==> config.mk <==
export PLATFORM = sky130hd
export DESIGN_NAME = chip8_mem_responder
export DESIGN_NICKNAME = d
export VERILOG_FILES = /design/src/rtl/chip8_mem_responder.sv
export SDC_FILE = /design/constraint.sdc
export NUM_CORES = 1
export LEC_CHECK = 0
export ABC_AREA = 1
export CAP_MARGIN = 5
export CORE_ASPECT_RATIO = 1.1
export CORE_MARGIN = 1
export CORE_UTILIZATION = 45
export DETAILED_ROUTE_END_ITERATION = 8
export PLACE_DENSITY_LB_ADDON = 0.25
export SETUP_SLACK_MARGIN = 0.3
export SLEW_MARGIN = 0
export SYNTH_ARGS = -nofsm -noshare
export SYNTH_HDL_FRONTEND = slang
export SYNTH_SLANG_ARGS = --single-unit
==> constraint.sdc <==
create_clock -name clk_in -period 3.1 [get_ports clk_in]
set_input_delay 0.31 -clock clk_in [delete_from_list [all_inputs] [get_ports clk_in]]
set_output_delay 0.31 -clock clk_in [all_outputs]
set_load 0.1 [all_outputs]
==> src/rtl/chip8_mem_responder.sv <==
// chip8_mem_responder
//
// Responder for the CHIP-8 memory request port. Accepts one single-byte
// read or write at a time and services it against the program RAM BRAM
// (RAM_AW address bits) or the VRAM framebuffer BRAM (VRAM_AW address bits).
// Read data returns a fixed number of cycles after acceptance.
// READ_LATENCY is the BRAM read latency and is expected to be in 1..4.
//
// Optional feature, selected by defining the macro CHIP8_MEM_BOUNDS_ERR_EN:
// requests with nonzero address bits above the selected BRAM's width raise a
// sticky err_out, writes are dropped and reads return 0x00. Without the
// macro the upper address bits wrap silently and err_out is tied low.
//
// state        | meaning
// -------------+----------------------------------------------------------
// ST_IDLE      | ready for a request (once out of reset)
// ST_WRITE     | selected BRAM write enable high for this single cycle
// ST_READ_WAIT | address presented, down-counting the BRAM read latency
// ST_RESPOND   | rsp_valid pulse; a new request may be accepted this cycle

module chip8_mem_responder #(
    parameter int RAM_AW       = 12,
    parameter int VRAM_AW      = 8,
    parameter int READ_LATENCY = 2
) (
    input  logic               clk_in,
    input  logic               rst_n_in,
    input  logic               req_valid_in,
    input  logic               req_we_in,
    input  logic               req_type_in,
    input  logic [15:0]        req_addr_in,
    input  logic [7:0]         req_data_in,
    output logic               req_ready_out,
    output logic               rsp_valid_out,
    output logic [7:0]         rsp_data_out,
    output logic [RAM_AW-1:0]  ram_addr_out,
    output logic               ram_we_out,
    output logic [7:0]         ram_din_out,
    input  logic [7:0]         ram_dout_in,
    output logic [VRAM_AW-1:0] vram_addr_out,
    output logic               vram_we_out,
    output logic [7:0]         vram_din_out,
    input  logic [7:0]         vram_dout_in,
    output logic               err_out
);

    // The down-counter is loaded with the latency on acceptance and the
    // BRAM output is sampled on the edge where it has already reached zero,
    // giving READ_LATENCY+1 cycles in ST_READ_WAIT.
    localparam logic [2:0] LAT_LOAD = 3'(READ_LATENCY);

    typedef enum logic [1:0] {
        ST_IDLE      = 2'd0,
        ST_WRITE     = 2'd1,
        ST_READ_WAIT = 2'd2,
        ST_RESPOND   = 2'd3
    } state_t;

    state_t      state_q;
    state_t      state_d;
    logic [2:0]  cnt_q;
    logic [2:0]  cnt_d;
    logic        ready_en_q;
    logic        type_q;
    logic        oob_q;
    logic        accept;
    logic        capture;

    // Ready is held low through reset and for the first edge after release,
    // so an initiator never sees ready while the responder is still in reset.
    assign req_ready_out = ready_en_q &
                           ((state_q == ST_IDLE) || (state_q == ST_RESPOND));
    assign accept        = req_valid_in & req_ready_out;

    // Ready enable: rises on the first clock edge after reset release.
    always_ff @(posedge clk_in or negedge rst_n_in) begin
        if (!rst_n_in) begin
            ready_en_q <= 1'b0;
        end else begin
            ready_en_q <= 1'b1;
        end
    end

    // FSM state register and latency down-counter.
    always_ff @(posedge clk_in or negedge rst_n_in) begin
        if (!rst_n_in) begin
            state_q <= ST_IDLE;
            cnt_q   <= 3'd0;
        end else begin
            state_q <= state_d;
            cnt_q   <= cnt_d;
        end
    end

    // FSM next state and per-state outputs.
    always_comb begin
        state_d       = state_q;
        cnt_d         = cnt_q;
        capture       = 1'b0;
        rsp_valid_out = 1'b0;
        ram_we_out    = 1'b0;
        vram_we_out   = 1'b0;
        case (state_q)
            ST_IDLE, ST_RESPOND: begin
                rsp_valid_out = (state_q == ST_RESPOND);
                if (accept) begin
                    state_d = req_we_in ? ST_WRITE : ST_READ_WAIT;
                    cnt_d   = LAT_LOAD;
                end else begin
                    state_d = ST_IDLE;
                end
            end
            ST_WRITE: begin
                // An out-of-range write still spends its busy cycle here,
                // it just never asserts a write enable.
                ram_we_out  = ~type_q & ~oob_q;
                vram_we_out = type_q & ~oob_q;
                state_d     = ST_IDLE;
            end
            ST_READ_WAIT: begin
                if (cnt_q == 3'd0) begin
                    capture = 1'b1;
                    state_d = ST_RESPOND;
                end else begin
                    cnt_d = cnt_q - 3'd1;
                end
            end
            default: begin
                state_d = ST_IDLE;
            end
        endcase
    end

    // Remember which BRAM the accepted request targets.
    always_ff @(posedge clk_in or negedge rst_n_in) begin
        if (!rst_n_in) begin
            type_q <= 1'b0;
        end else if (accept) begin
            type_q <= req_type_in;
        end
    end

    // Program RAM port: address/data only move when RAM is selected,
    // otherwise they hold their last value.
    always_ff @(posedge clk_in or negedge rst_n_in) begin
        if (!rst_n_in) begin
            ram_addr_out <= '0;
            ram_din_out  <= 8'h00;
        end else if (accept && !req_type_in) begin
            ram_addr_out <= req_addr_in[RAM_AW-1:0];
            ram_din_out  <= req_data_in;
        end
    end

    // VRAM port: byte address is row*8 + column byte, taken straight from
    // the low address bits; holds its value while RAM is selected.
    always_ff @(posedge clk_in or negedge rst_n_in) begin
        if (!rst_n_in) begin
            vram_addr_out <= '0;
            vram_din_out  <= 8'h00;
        end else if (accept && req_type_in) begin
            vram_addr_out <= req_addr_in[VRAM_AW-1:0];
            vram_din_out  <= req_data_in;
        end
    end

    // Read data capture; the value is held until the next read completes.
    always_ff @(posedge clk_in or negedge rst_n_in) begin
        if (!rst_n_in) begin
            rsp_data_out <= 8'h00;
        end else if (capture) begin
            if (oob_q) begin
                rsp_data_out <= 8'h00;
            end else if (type_q) begin
                rsp_data_out <= vram_dout_in;
            end else begin
                rsp_data_out <= ram_dout_in;
            end
        end
    end

`ifdef CHIP8_MEM_BOUNDS_ERR_EN
    logic oob_req;
    logic err_q;

    // A request is out of range when any address bit above the selected
    // BRAM's width is set.
    assign oob_req = req_type_in ? ((req_addr_in >> VRAM_AW) != 16'd0)
                                 : ((req_addr_in >> RAM_AW) != 16'd0);
    assign err_out = err_q;

    // Out-of-range flag for the request in flight.
    always_ff @(posedge clk_in or negedge rst_n_in) begin
        if (!rst_n_in) begin
            oob_q <= 1'b0;
        end else if (accept) begin
            oob_q <= oob_req;
        end
    end

    // Sticky bounds error, cleared only by reset.
    always_ff @(posedge clk_in or negedge rst_n_in) begin
        if (!rst_n_in) begin
            err_q <= 1'b0;
        end else if (accept && oob_req) begin
            err_q <= 1'b1;
        end
    end
`else
    // Upper address bits are deliberately ignored: addresses wrap.
    logic unused_addr_bits;

    assign unused_addr_bits = ^req_addr_in;
    assign oob_q            = 1'b0;
    assign err_out          = 1'b0;
`endif

endmodule

==> results of run 1 <==
==> cell type report <==
| class | count | area, µm² | share of cell area [%] |
|---|---|---|---|
| Sequential cell | 51 | 1280 | 40.0 |
| Timing Repair Buffer | 90 | 881 | 27.6 |
| Multi-Input combinational cell | 179 | 782 | 24.5 |
| Clock buffer | 6 | 82.6 | 2.59 |
| Tap cell | 56 | 70.1 | 2.20 |
| Inverter | 16 | 60.1 | 1.88 |
| Clock inverter | 2 | 35.0 | 1.10 |
==> routing by layer <==
metal	up-vias	GRT usage (%)	routed length [µm]
met5	-	0	0
met4	0	7.87	61
met3	5	8.79	381
met2	62	34.3	2330
met1	898	23.8	2130
li1	964	-	-
==> per-stage QoR <==
stage | utilization [%] | power [mW] | instances | setup WS [ns] | hold WS (ns)
after floorplan | - | 2.46 | 257 | 0.908 | 0.0144
after global placement | 66.0 | 2.93 | 392 | 0.798 | 0.455
after detailed placement | 66.0 | 2.95 | 392 | 0.757 | 0.459
after CTS | 68.5 | 3.43 | 400 | 0.758 | 0.247
after global routing | 68.5 | 3.56 | 400 | 0.572 | 0.288
final | 68.5 | 3.41 | 400 | 0.813 | 0.206
==> where the power goes <==
| group | switching [mW] | internal [mW] | leakage [nW] |
|---|---|---|---|
| logic | 1.56 | 0.423 | 0.880 |
| clock network | 0.215 | 0.261 | 0.0612 |
| registers | 0.100 | 0.847 | 0.629 |
| total | 1.87 | 1.53 | 1.57 |
==> path summary, 6_finish.rpt <==
kind,endpoint,slack [ns]
min reg2reg,vram_din_out[4]$_DFFE_PN0P_,0.48
min in group clk_in,vram_din_out[4]$_DFFE_PN0P_,0.48
min,ready_en_q$_DFF_PN0_,0.21
max in group asynchronous,vram_addr_out[7]$_DFFE_PN0P_,2.23
max,ram_din_out[4]$_DFFE_PN0P_,0.81
max reg2reg,ram_din_out[4]$_DFFE_PN0P_,0.81
==> worst max-delay path: cells and delay by family, from the launching register on <==
kind	cells	cell delay [ns]
AND/OR/NAND/NOR	4	1.15
flip-flops	1	0.40
adder cells (fa/ha/maj)	1	0.32
buffers and inverters	2	0.36
==> layout by cell type (no fill, tap or decap), types with 2 or more instances in the layout <==
| master | n |
|---|---|
| sky130_fd_sc_hd__nand2_1 | 115 |
| sky130_fd_sc_hd__clkdlybuf4s50_1 | 83 |
| sky130_fd_sc_hd__dfrtp_1 | 51 |
| sky130_fd_sc_hd__o21ai_0 | 20 |
| sky130_fd_sc_hd__a21oi_1 | 17 |
| sky130_fd_sc_hd__inv_1 | 14 |
| sky130_fd_sc_hd__nor2_1 | 13 |
| sky130_fd_sc_hd__clkbuf_8 | 6 |
| sky130_fd_sc_hd__buf_4 | 6 |
| sky130_fd_sc_hd__nand3_1 | 5 |
| sky130_fd_sc_hd__ha_1 | 5 |
| sky130_fd_sc_hd__conb_1 | 2 |
==> sequential cells by signal (all words and copies together) (netlist names) <==
register	cells
ready_en_q	1
vram_addr_out	8
vram_din_out	8
ram_addr_out	12
type_q	1
rsp_data_out	8
cnt_q	3
state_q	2
ram_din_out	8
==> kinds of logic (layout without fill, tap and decap cells) <==
logic type,Yosys count,in the layout,synth area share (%)
compound gates,37,37,8.48
fa+ha+maj,5,5,2.87
simple gates,135,135,24.1
other cells,2,2,0.344
buf+inv,27,114,5.73
flops,51,51,58.5
==> impl_metrics.json, run 1 <==
{
  "run_status": "finished, final reports clean",
  "p_per_area_mw_per_mm2": 1070,
  "maxCapViolations": 0,
  "vias_per_cell": 4.82,
  "timing_worst_setup_path_type": "reg -> reg",
  "finish.net_count": 393,
  "antenna-diode-count": 0,
  "grt_setup_unrepaired": "no",
  "timing_worst_slew_pin_value_ns": 1.09,
  "cell_row_count": 26,
  "critical_path.max_fanout": 24,
  "synth.ff_latch_count": 51,
  "routed_vias": 1929,
  "grt_pass1_vias": 1779,
  "crit_path_start_kind": "register",
  "critical_path.max_stage_delay_ns": 0.63,
  "cpMostUsedCell": "sky130_fd_sc_hd__nand2_1",
  "syn_area_per_cell_um2": 8.50,
  "die_w_um": 68.4,
  "worst_setup_path_end_kind": "register",
  "clockBufferDepth": 2,
  "synthCells": 257,
  "layout-drive-gt1-share_pct": 5.23,
  "synth.most_common_cell": "sky130_fd_sc_hd__nand2_1",
  "netlist_top_cells_count": "115 x sky130_fd_sc_hd__nand2_1, 51 x sky130_fd_sc_hd__dfrtp_1, 20 x sky130_fd_sc_hd__o21ai_0",
  "synth_enable_flop_cells": 0,
  "synth_area_leaders": "sky130_fd_sc_hd__dfrtp_1 58%, sky130_fd_sc_hd__nand2_1 20%, sky130_fd_sc_hd__o21ai_0 4.6%",
  "cts_h_tree_depth": 2,
  "yosysSeqAreaShare_pct": 58.5,
  "final_hold_viol_count": 0,
  "tritoncts_clock_tree": "built",
  "startpoint": "state_q[0]$_DFFE_PN0P_",
  "synth_flop_cell": "sky130_fd_sc_hd__dfrtp_1",
  "tritoncts_num_sinks": 51,
  "critPathSlowestCell": "sky130_fd_sc_hd__nor2_1",
  "cts-buffers-inserted": 5,
  "final-setup-viol-count": 0,
  "syn2layout_area_growth_pct": 46.0,
  "fmax_mhz": 437,
  "grt_antenna_before_repair": 0,
  "drc": 0,
  "cts.root.buffer_cell": "sky130_fd_sc_hd__clkbuf_8",
  "post_drt_wl_per_cell_um": 12.3,
  "grt_max_degree": 52,
  "worstReg2RegStart": "state_q[0]$_DFFE_PN0P_",
  "synth_top_cell_area_share_pct": 58.5,
  "number_of_library_cell_types_mapped_by_synthesis": 17,
  "synth_area_leader_cell": "sky130_fd_sc_hd__dfrtp_1",
  "post_cts_resized": 0,
  "slew_violations": 0,
  "core_footprint_mm2": 0.00465,
  "place_hpwl_um": 3500,
  "grt_first_pass_wirelength_um": 7750,
  "detailedRoute.firstIterationViolations": 60,
  "yosys_warning_total": 0,
  "setup_tns_ns": 0,
  "worst_hold_path_type": "in -> async",
  "io_pins": 94,
  "worstSkewPairLatency_ns": 0.30,
  "synth_nets": 307,
  "period_minus_slack_ns": 2.29,
  "dpl-instance-area_mm2": 0.00307,
  "timing.clock.skew_ns": 0.00325,
  "num-fill-cells": 381,
  "final_antenna_net_count": 0,
  "syn-cell-area_mm2": 0.00218,
  "required_ns": 3.35,
  "layout_worst_path_cycle_share_pct": 73.8,
  "grt-ovfl-total": 0,
  "clk_transition_reported_paths_ns": 0.09,
  "critPathArrivalTime_ns": 2.54,
  "fraction_of_registers_with_async_set_or_reset_after_synthesis_pct": 100,
  "effective_utilization_at_floorplan_pct": 46.9,
  "cts_setup_buffers": 0,
  "p_leak_nw": 1.57,
  "irDropWorstVdd_uv": 594,
  "floorplan.die.height_um": 75.1,
  "ff2ff_path_depth": 7,
  "drt-total-wl_um": 4900,
  "detail_route.first_pass.iterations": 4,
  "gp_congestion": 0.748,
  "slew_headroom_pct": 27.5,
  "die_area_mm2": 0.00513,
  "grt.total_usage_pct": 20.8,
  "design_area_mm2": 0.00319,
  "timing.critical_path.cells": "inv_1 -> ha_1 -> nand3_2 -> nor2_1 -> buf_4 -> nand2_1 -> nand2_1",
  "cts_hold_buf": 0,
  "io_buffers": 88
}
(Power assumes the default switching activity.)
==> run 2, diff against run 1 <==
--- a/config.mk
+++ b/config.mk
@@ -9,7 +9,7 @@
 export CAP_MARGIN = 5
 export CORE_ASPECT_RATIO = 1.1
 export CORE_MARGIN = 1
-export CORE_UTILIZATION = 45
+export CORE_UTILIZATION = 42
 export DETAILED_ROUTE_END_ITERATION = 8
 export PLACE_DENSITY_LB_ADDON = 0.25
 export SETUP_SLACK_MARGIN = 0.3
==> constraint.sdc (replaced) <==
create_clock -name clk_in -period 2.3 [get_ports clk_in]
set_input_delay 0.23 -clock clk_in [delete_from_list [all_inputs] [get_ports clk_in]]
set_output_delay 0.23 -clock clk_in [all_outputs]
set_load 0.1 [all_outputs]
==> run 2 against run 1 <==
The run now ends with design-rule violations left. Clock-buffer cell count is the same. Worst hold slack gained 0.22 ns. Fmax grew 29%. Combinational power grew 31%. First-iteration DRC count grew 17%. Core utilization shrank 6.4 points. Flip-flop and latch count is the same. Routed wire length grew 4.5%. Clock skew grew 0.0030 ns. Non-clock buffer count grew 7.
==> impl_metrics.json, run 2 (synthesis gave the netlist of run 1 again) <==
{
  "clockBufferDepth": 2,
  "irDropWorstVdd_uv": 708,
  "timing.clock.skew_ns": 0.00622,
  "grt_antenna_before_repair": 0,
  "p_per_area_mw_per_mm2": 1410,
  "placedCellCount": 400,
  "finish.net_count": 400,
  "post_layout_nonfiller_instances": 409,
  "syn2layout_area_growth_pct": 42.2,
  "detailedRoute.firstIterationViolations": 70,
  "max_flop_register": "ram_addr_out",
  "design_area_mm2": 0.00310,
  "grt_setup_unrepaired": "no",
  "routed_vias": 1943,
  "gp_congestion": 0.716,
  "layout.cells.most_common": "sky130_fd_sc_hd__nand2_1",
  "antenna-diode-count": 0,
  "maxCapViolations": 0,
  "final_antenna_net_count": 0,
  "failing_checks": "design-rule violations",
  "die_w_um": 70.7,
  "cts_setup_buffers": 0,
  "postLayoutCoreUtil_pct": 62.1,
  "vias_per_cell": 4.75,
  "final-setup-viol-count": 0,
  "critical_path.max_stage_delay_ns": 0.41,
  "die_area_mm2": 0.00549,
  "critPathArrivalTime_ns": 1.96,
  "layout_worst_path_cycle_share_pct": 76.9,
  "post_drt_wl_per_cell_um": 12.5,
  "tritoncts_num_sinks": 51,
  "critPathSlowestCell": "sky130_fd_sc_hd__dfrtp_1",
  "fmax_mhz": 566,
  "worstSkewPairLatency_ns": 0.30,
  "grt.total_usage_pct": 19.9,
  "worst_hold_path_type": "in -> async",
  "floorplan.die.height_um": 77.6,
  "final_hold_viol_count": 0,
  "required_ns": 2.49,
  "drc": 11,
  "cts-buffers-inserted": 5,
  "cts_h_tree_depth": 2,
  "place_hpwl_um": 3730,
  "timing.critical_path.cells": "inv_1 -> ha_1 -> nand3_2 -> nand2_1 -> nand2_1 -> nand2_1 -> nand2_1",
  "cell_row_count": 27,
  "dpl-instance-area_mm2": 0.00301,
  "cts.root.buffer_cell": "sky130_fd_sc_hd__clkbuf_8",
  "timing_worst_setup_path_type": "reg -> reg",
  "grt_first_pass_wirelength_um": 8580,
  "setup_tns_ns": 0,
  "io_buffers": 88,
  "critical_path.max_fanout": 17,
  "detail_route.first_pass.iterations": 6,
  "largest_reg_flops": 12,
  "p_leak_nw": 1.64,
  "worst_setup_path_end_kind": "register",
  "core_footprint_mm2": 0.00500,
  "period_minus_slack_ns": 1.77,
  "io_pins": 94,
  "grt_max_degree": 32,
  "layout-drive-gt1-share_pct": 19.4,
  "effective_utilization_at_floorplan_pct": 43.7,
  "clk_transition_reported_paths_ns": 0.09,
  "dp_worst_setup_slack_ns": 0.542,
  "grt_pass1_vias": 1798,
  "mostFrequentLayoutCells": "115 x sky130_fd_sc_hd__nand2_1, 56 x sky130_fd_sc_hd__buf_4, 51 x sky130_fd_sc_hd__dfrtp_1",
  "cpMostUsedCell": "sky130_fd_sc_hd__nand2_1",
  "crit_path_start_kind": "register",
  "postLayoutSetupSlackWorst_ns": 0.532,
  "run_status": "complete, but fails checks",
  "drt-total-wl_um": 5120,
  "grt-ovfl-total": 0,
  "slew_violations": 0,
  "tritoncts_clock_tree": "built"
}
==> run 2: power breakdown <==
group          internal [mW]  leakage (nW)  switching [mW]
Sequential              1.14         0.629           0.140
Clock                  0.213        0.0412           0.288
Combinational          0.496         0.966            2.11
Total                   1.85          1.64            2.54
==> run 2: layout make-up <==
class / count / area (µm²)
Fill cell: 470 / 1900
Sequential cell: 51 / 1280
Timing Repair Buffer: 97 / 826
Multi-Input combinational cell: 179 / 785
Clock buffer: 6 / 72.6
Tap cell: 58 / 72.6
Inverter: 16 / 60.1
Clock inverter: 2 / 12.5
==> run 2: what timing repair did <==
item	CTS	global route
hold buffers	1	0
hold endpoints to repair	51	0
resized for setup	0	0
==> run 2: final timing paths <==
kind,slack (ns),startpoint,depth (start not counted),end
worst min register to register,0.48,vram_din_out[6]$_DFFE_PN0P_,2,vram_din_out[6]$_DFFE_PN0P_
max in group asynchronous,1.53,rst_n_in,3,ram_addr_out[3]$_DFFE_PN0P_
worst min-delay path,0.43,rst_n_in,3,vram_din_out[2]$_DFFE_PN0P_
min in group clk_in,0.46,req_addr_in[10],3,ram_addr_out[10]$_DFFE_PN0P_
worst max register to register,0.53,state_q[0]$_DFFE_PN0P_,7,cnt_q[1]$_DFFE_PN0P_
worst max-delay path,0.53,state_q[0]$_DFFE_PN0P_,7,cnt_q[1]$_DFFE_PN0P_
==> run 2: per-layer routing <==
metal | vias to the layer above | GRT usage [%] | part of all wire [%]
met4 | 0 | 5.40 | 1.0
li1 | 978 | - | -
met3 | 6 | 6.88 | 8.0
met1 | 900 | 25.4 | 42
met2 | 59 | 32.3 | 49
met5 | - | 0 | 0
==> run 2: metrics by stage <==
step	hold WS, ns	power (mW)
2_1_floorplan	-0.0656	3.31
3_3_place_gp	0.227	3.88
3_5_place_dp	0.226	3.91
4_1_cts	0.441	4.42
5_1_grt	0.444	4.58
6_report	0.429	4.39
==> run 2: critical path: cells and delay by family (launching register included) <==
kind | cells | cell delay [ns]
DFF | 1 | 0.41
buffers and inverters | 1 | 0.06
and+or+nand+nor | 5 | 0.87
adders and majority gates | 1 | 0.32
==> variant (flow settings as in run 1) <==
Add a define of `CHIP8_MEM_BOUNDS_ERR_EN`.
--- a/src/rtl/chip8_mem_responder.sv
+++ b/src/rtl/chip8_mem_responder.sv
@@ -19,2 +19,4 @@
 // ST_RESPOND   | rsp_valid pulse; a new request may be accepted this cycle
+
+`define CHIP8_MEM_BOUNDS_ERR_EN
 
Check against the original RTL: not equivalent (Yosys sat finds a counterexample within 4 cycles, from zero or initial values and one cycle with rst_n_in low).
==> variant against run 1 <==
Area after synthesis is 11% higher. Via count increased by 11%. Clock power shrank 13%. Hold slack got worse by 140 ps. Synthesized cell count is 11% higher. Power shrank 2.3%. Setup slack better by 150 ps. Largest power group unchanged. Global-route usage fell by 0.054 points. Non-clock buffer count is 5 higher. Final area grew 8.3%. Register-to-register slack improved by 200 ps. Wire length grew 14%. Sequential cell count up 2.
==> variant: results (changes against run 1) <==
stage,metric,value,unit,change
routing,avgRoutedWirePerCell,12.39,um,was 12.25 um
critical_path,crit_slowest_cell,clkdlybuf4s50_1,,was nor2_1
routing,via_count,2147,,was 1929
critical_path,r2r_slack,1010,ps,was 810 ps
cells_and_area,area_growth,42.44,%,was 45.96%
logic_synthesis,avgSynthCellArea,8.474,sq um,was 8.496 sq um
logic_synthesis,yosysSeqAreaShare,54.72,%,was 58.45%
cells_and_area,n_all_buffers,95,,was 90
global_routing,grt_pass1_wl,9252,um,was 7748 um
global_routing,grt_usage,20.73,%,was 20.78%
cells_and_area,n_clock_buffer,7,,was 6
cells_and_area,buf_share,26.97,%,was 27.64%
cells_and_area,ff_latch_area,1326,sq um,was 1276 sq um
run_status,status,completed,,unchanged
sta,skew,4.023,ps,was 3.250 ps
critical_path,max_stage_delay,1150,ps,was 630 ps
critical_path,critical_path.endpoint,ram_din_out[7],,was ram_din_out[4]$_DFFE_PN0P_
global_routing,grt_max_degree,43,,was 52
sta,holdWs,65.91,ps,was 205.6 ps
logic_synthesis,synth_area_leaders,"dfrtp_1 (55%), nand2_1 (21%), o21ai_0 (4.5%)",,"was dfrtp_1 (58%), nand2_1 (20%), o21ai_0 (4.6%)"
cells_and_area,drive_gt1_share,6.101,%,was 5.233%
routing,vias_per_cell,4.782,,was 4.823
placed_design,place_ws,1009,ps,was 757.4 ps
pwr,leakagePower,1.702,nW,was 1.571 nW
logic_synthesis,ys_top_cells_by_count,"nand2_1 (133), dfrtp_1 (53), o21ai_0 (22)",,"was nand2_1 (115), dfrtp_1 (51), o21ai_0 (20)"
cells_and_area,finish.net_count,426,,was 393
placed_design,dp_hpwl,3959,um,was 3498 um
critical_path,cp_top_family,buffers and inverters,,was simple AND/OR/NAND/NOR gates
placed_design,place_congestion,0.7690,,was 0.7483
critical_path,worst-path-max-fanout,2,,was 24
[variant: changes by cell type after synthesis, moves of 3 or more]
cell / change
nor2_1: -8
buf_4: -3
o21ai_1: +14
clkbuf_1: -3
nand3_1: +10
a21oi_1: -16
buf_6: +4
nand2_1: +18
[variant: routing by layer]
metal | up-vias | routed length (um) | global-route usage [%]
met5 | - | 0 | 0
met4 | 0 | 15 | 4.118
met3 | 2 | 391 | 5.584
met2 | 72 | 2701 | 35.19
met1 | 993 | 2456 | 26.69
li1 | 1080 | - | -
[variant: kinds of logic (layout without fill, tap and decap cells)]
kind of cell / Yosys count / after routing
simple gates: 160 / 160
flops: 53 / 53
compound gates: 37 / 37
buf+inv: 30 / 121
fa+ha+maj: 5 / 5
other cells: 1 / 1
[variant: report_power, final]
| group | switching, mW | internal, mW |
|---|---|---|
| clock | 0.212 | 0.202 |
| combinational | 1.51 | 0.420 |
| sequential | 0.111 | 0.869 |
| total | 1.84 | 1.49 |
